==> src/rtl/rf_port_arbiter.sv <==
// Two-client arbiter for a single-read-pair/single-write register file.
// Round-robin on ties, optional lock for back-to-back ownership.
module rf_port_arbiter #(
  parameter int DATA_W = 16,
  parameter int ADDR_W = 5
) (
  input  logic              clk,
  input  logic              rst,
  input  logic              c0_req,
  input  logic              c0_lock,
  input  logic [ADDR_W-1:0] c0_ra,
  input  logic [ADDR_W-1:0] c0_rb,
  input  logic              c0_we,
  input  logic [ADDR_W-1:0] c0_rw,
  input  logic [DATA_W-1:0] c0_wdata,
  output logic              c0_gnt,
  output logic              c0_rvalid,
  output logic [DATA_W-1:0] c0_rdata_a,
  output logic [DATA_W-1:0] c0_rdata_b,
  input  logic              c1_req,
  input  logic              c1_lock,
  input  logic [ADDR_W-1:0] c1_ra,
  input  logic [ADDR_W-1:0] c1_rb,
  input  logic              c1_we,
  input  logic [ADDR_W-1:0] c1_rw,
  input  logic [DATA_W-1:0] c1_wdata,
  output logic              c1_gnt,
  output logic              c1_rvalid,
  output logic [DATA_W-1:0] c1_rdata_a,
  output logic [DATA_W-1:0] c1_rdata_b,
  output logic              rf_rst,
  output logic [ADDR_W-1:0] rf_ra,
  output logic [ADDR_W-1:0] rf_rb,
  output logic [ADDR_W-1:0] rf_rw,
  output logic              rf_wren,
  output logic [DATA_W-1:0] rf_busw,
  input  logic [DATA_W-1:0] rf_busa,
  input  logic [DATA_W-1:0] rf_busb
);

  typedef enum logic [1:0] {
    IDLE = 2'd0,
    OWN0 = 2'd1,
    OWN1 = 2'd2
  } own_t;

  own_t              r_state;
  own_t              w_state_nxt;
  logic              r_prio;
  logic              w_prio_nxt;
  logic              w_g0;
  logic              w_g1;
  logic              r_rv0;
  logic              r_rv1;
  logic [ADDR_W-1:0] r_ra;
  logic [ADDR_W-1:0] r_rb;
  logic [ADDR_W-1:0] r_rw;
  logic [DATA_W-1:0] r_busw;

  // Grant selection and ownership/priority next-state.
  always_comb begin
    w_g0        = 1'b0;
    w_g1        = 1'b0;
    w_state_nxt = r_state;
    w_prio_nxt  = r_prio;
    if (!rst) begin
      unique case (r_state)
        IDLE: begin
          if (c0_req && (!c1_req || !r_prio))
            w_g0 = 1'b1;
          else if (c1_req)
            w_g1 = 1'b1;
          if (w_g0) begin
            w_prio_nxt = 1'b1;
            if (c0_lock)
              w_state_nxt = OWN0;
          end else if (w_g1) begin
            w_prio_nxt = 1'b0;
            if (c1_lock)
              w_state_nxt = OWN1;
          end
        end
        OWN0: begin
          w_g0 = c0_req;
          if (!(c0_req && c0_lock)) begin
            w_state_nxt = IDLE;
            w_prio_nxt  = 1'b1;
          end
        end
        OWN1: begin
          w_g1 = c1_req;
          if (!(c1_req && c1_lock)) begin
            w_state_nxt = IDLE;
            w_prio_nxt  = 1'b0;
          end
        end
        default: w_state_nxt = IDLE;
      endcase
    end
  end

  // Ownership, priority and read-valid pipeline.
  always_ff @(posedge clk) begin
    if (rst) begin
      r_state <= IDLE;
      r_prio  <= 1'b0;
      r_rv0   <= 1'b0;
      r_rv1   <= 1'b0;
    end else begin
      r_state <= w_state_nxt;
      r_prio  <= w_prio_nxt;
      r_rv0   <= w_g0;
      r_rv1   <= w_g1;
    end
  end

  // Remember the last issued addresses so idle cycles hold them.
  always_ff @(posedge clk) begin
    if (w_g0) begin
      r_ra   <= c0_ra;
      r_rb   <= c0_rb;
      r_rw   <= c0_rw;
      r_busw <= c0_wdata;
    end else if (w_g1) begin
      r_ra   <= c1_ra;
      r_rb   <= c1_rb;
      r_rw   <= c1_rw;
      r_busw <= c1_wdata;
    end
  end

  // Register-file port mux.
  always_comb begin
    rf_ra   = r_ra;
    rf_rb   = r_rb;
    rf_rw   = r_rw;
    rf_busw = r_busw;
    rf_wren = 1'b0;
    if (w_g0) begin
      rf_ra   = c0_ra;
      rf_rb   = c0_rb;
      rf_rw   = c0_rw;
      rf_busw = c0_wdata;
      rf_wren = c0_we;
    end else if (w_g1) begin
      rf_ra   = c1_ra;
      rf_rb   = c1_rb;
      rf_rw   = c1_rw;
      rf_busw = c1_wdata;
      rf_wren = c1_we;
    end
  end

  assign rf_rst     = rst;
  assign c0_gnt     = w_g0;
  assign c1_gnt     = w_g1;
  assign c0_rvalid  = r_rv0;
  assign c1_rvalid  = r_rv1;
  assign c0_rdata_a = rf_busa;
  assign c0_rdata_b = rf_busb;
  assign c1_rdata_a = rf_busa;
  assign c1_rdata_b = rf_busb;

endmodule

==> config.mk <==
export PLATFORM = sky130hd
export DESIGN_NAME = rf_port_arbiter
export DESIGN_NICKNAME = d
export VERILOG_FILES = /design/src/rtl/rf_port_arbiter.sv
export SDC_FILE = /design/constraint.sdc
export NUM_CORES = 1
export LEC_CHECK = 0
export CORE_ASPECT_RATIO = 1.75
export CORE_MARGIN = 10
export CORE_UTILIZATION = 33
export DETAILED_ROUTE_END_ITERATION = 10
export HOLD_SLACK_MARGIN = 0.03
export PLACE_DENSITY = 0.89
export SETUP_SLACK_MARGIN = 0.1
export SLEW_MARGIN = 0
export SYNTH_ARGS = -nofsm -noshare
export SYNTH_HDL_FRONTEND = slang
export SYNTH_SLANG_ARGS = --single-unit
==> constraint.sdc <==
create_clock -name clk -period 5 [get_ports clk]
set_input_delay 1 -clock clk [delete_from_list [all_inputs] [get_ports clk]]
set_output_delay 1 -clock clk [all_outputs]
set_load 0.03 [all_outputs]
==> results.py <==
metrics = {
    "floorplanning": {
        "initial_core_util": 0.343,
        "rows": 38,
        "die_x_um": 80.8,
        "die_h_um": 126,
        "design.die.area_um2": 10200,
        "io_pins": 203,
        "coreArea_um2": 6230,
    },
    "sta": {
        "relSlewSlack": 0.601,
        "setup_slack_ns": 0.429,
        "slew_viol_final": 0,
        "fin_crit_sh": 0.914,
        "rsz0062_at_grt": "no",
        "worst_pin_slew_ns": 0.597,
        "fin_skew_ns": 0.00419,
        "clock.fmax_mhz": 219,
        "setup_viol": 0,
        "whs_ns": 0.479,
        "fin_setup_tns_ns": 0,
        "finalHoldViolCount": 0,
        "fin_crit_ns": 4.57,
    },
    "critical_path": {
        "crit_start": "rst",
        "worst_path_largest_cell_delay_ns": 0.74,
        "cp_top_family": "buffers and inverters",
        "cp-start-kind": "input pin",
        "r2r-start": "r_state[0]$_SDFFE_PP0P_",
        "worstPathBufferInverterCount": 3,
        "worst_path_max_delay_cell": "clkdlybuf4s50_1",
        "crit_fanout": 33,
        "path_cells": "clkdlybuf4s50_1 > and2b_1 > nand3_4 > inv_2 > nand2_1 > a31oi_1 > clkdlybuf4s50_1",
        "crit_type": "input pin to primary output",
        "end_kind": "primary output",
        "crit_arrival_ns": 3.57,
        "crit_path_frequent_cell": "clkdlybuf4s50_1",
        "cp.required_ns": 4.00,
    },
    "synth": {
        "synth_top_cell_by_area": "dfxtp_1",
        "yosys_warnings": 0,
        "postSynthAreaPerCell_um2": 7.65,
        "ys_seq_area_frac": 0.338,
        "synth_area_um2": 2130,
        "synth.area.top_cells": "dfxtp_1, buf_4, nand2_1, a31oi_1, nor2_1",
        "synth-seq-cells": 36,
        "synth_top_area_share": 0.338,
        "ys_types": 28,
        "syn_nets": 385,
        "synth_cells": 279,
    },
    "clock_tree": {
        "ctsResizeCount": 0,
        "cts_htree_levels": 2,
        "post_cts.repair.setup_buffers": 0,
        "clk_pin_slew_ns": 0.07,
        "ctsRootBufferMaster": "clkbuf_8",
        "clock-sinks": 36,
        "cts_tree": "built",
        "hold_buffers": 0,
        "clk_path_buf_depth": 2,
        "clkLatencyLatePin_ns": 0.28,
        "cts_buffers": 5,
    },
    "drt": {
        "ant_nets": 0,
        "drtIter0Drc": 89,
        "wl_um": 6600,
        "num_vias": 1889,
        "drc_errors": 0,
        "dr.pass1.iters": 4,
        "routed_via_density": 4.75,
        "post_drt_wl_per_cell_um": 16.6,
    },
    "run_status": {
        "outcome": "complete, no violations",
    },
    "global_route": {
        "grt_usage": 0.128,
        "grt_max_degree": 41,
        "antenna_found_initial": 0,
        "grt_pass1_wl_um": 10200,
        "grt_pass1_vias": 2003,
        "grt_overflow": 0,
    },
    "min_path": {
        "holdCritPathClass": "flip-flop to flip-flop",
        "hp-start": "r_busw[5]$_DFF_P_",
    },
    "final_layout": {
        "diodes": 0,
        "layout_commonest_cell": "clkdlybuf4s50_1",
        "drive_gt1_frac": 0.0472,
        "nets": 423,
        "mostFrequentLayoutCells": "clkdlybuf4s50_1, nand2_1, dfxtp_1",
        "fillers": 610,
        "area_growth_pct": 32.2,
    },
    "place": {
        "dp_hpwl_um": 5240,
        "port_buffers": 106,
        "dp_slack_ns": 0.395,
        "globalplace.congestion": 0.885,
    },
    "pwr": {
        "worst_ir_drop_vdd_mv": 0.252,
        "power.density_nw_per_um2": 490,
        "p_leak_nw": 1.17,
    },
    "flow_run": {
        "cap_viol_max_count": 0,
    },
}
## flip-flops by register name (all words and copies together) (netlist names)
register and count:
r_busw 16, r_prio 1, c0_rvalid 1, r_ra 5, r_state 2, c1_rvalid 1, r_rb 5, r_rw 5
## routing by layer
| layer | part of all wire | GRT usage | wire (um) | vias up |
|---|---|---|---|---|
| met4 | 0.058 | 0.0901 | 382 | 0 |
| met1 | 0.33 | 0.115 | 2160 | 823 |
| li1 | - | - | - | 925 |
| met2 | 0.52 | 0.231 | 3430 | 88 |
| met5 | 0 | 0 | 0 | - |
| met3 | 0.095 | 0.0368 | 630 | 53 |
## where the power goes
group / leakage (nW) / internal (mW) / total [mW] / switching, mW
clock network: 0.0455 / 0.112 / 0.212 / 0.0997
registers: 0.303 / 0.400 / 0.432 / 0.0318
logic: 0.822 / 0.310 / 0.738 / 0.427
## tightest hold or removal path: stages (launching register included)
cell,delay [ns]
dfxtp_1,0.30
nand2_1,0.05
a31oi_1,0.09
## worst paths after layout
| path | slack [ns] | depth (start not counted) | endpoint |
|---|---|---|---|
| worst min register to register | 0.48 | 2 | r_busw[5]$_DFF_P_ |
| worst min-delay path | 0.48 | 2 | r_busw[5]$_DFF_P_ |
| worst max-delay path | 0.43 | 7 | rf_busw[9] |
| worst max register to register | 2.95 | 7 | r_busw[9]$_DFF_P_ |
## stage by stage
step	utilization	cell area, um^2	cells	power, mW
final	0.453	2820	398	1.38
after global placement	0.438	2730	390	1.17
after detailed placement	0.438	2730	390	1.18
after CTS	0.453	2820	398	1.40
after global routing	0.453	2820	398	1.47
after floorplan	-	2130	279	0.963
## synth_stat cells
master and count:
inv_1 6, or3b_4 1, a31oi_1 33, buf_8 3, and3_1 1, ha_1 4, a221oi_1 1, inv_2 1
nand3_4 1, a21oi_1 2, or2_2 1, or3b_1 1, buf_2 4, o21ai_1 1, nand2_1 66, nor2b_1 1
nor3_1 2, clkbuf_1 3, a21bo_2 1, nand3b_1 1, buf_4 65, nand3_1 5, dfxtp_1 36, nor2_1 32
buf_6 3, a21boi_0 2, and2b_1 1, a2111oi_0 1
## layout make-up
class                      count  area (um^2)  share of cell area
sequential                    36          721               0.256
inverter                       7         26.3             0.00932
timing repair buffer         109         1080               0.384
multi-input combinational    158          800               0.283
clock buffer                   8         90.1              0.0319
tap                           80          100              0.0355
## logic make-up (layout without fill, tap and decap cells)
| logic type | count (synthesis) | count (layout) | synth area share |
|---|---|---|---|
| AO/OA/AOI/OAI | 41 | 41 | 0.124 |
| flip-flops | 36 | 36 | 0.338 |
| AND/OR/NAND/NOR | 113 | 113 | 0.222 |
| buffers and inverters | 85 | 124 | 0.293 |
| adder cells (fa/ha/maj) | 4 | 4 | 0.0235 |
Note: power is estimated with default switching activity, not from simulation.
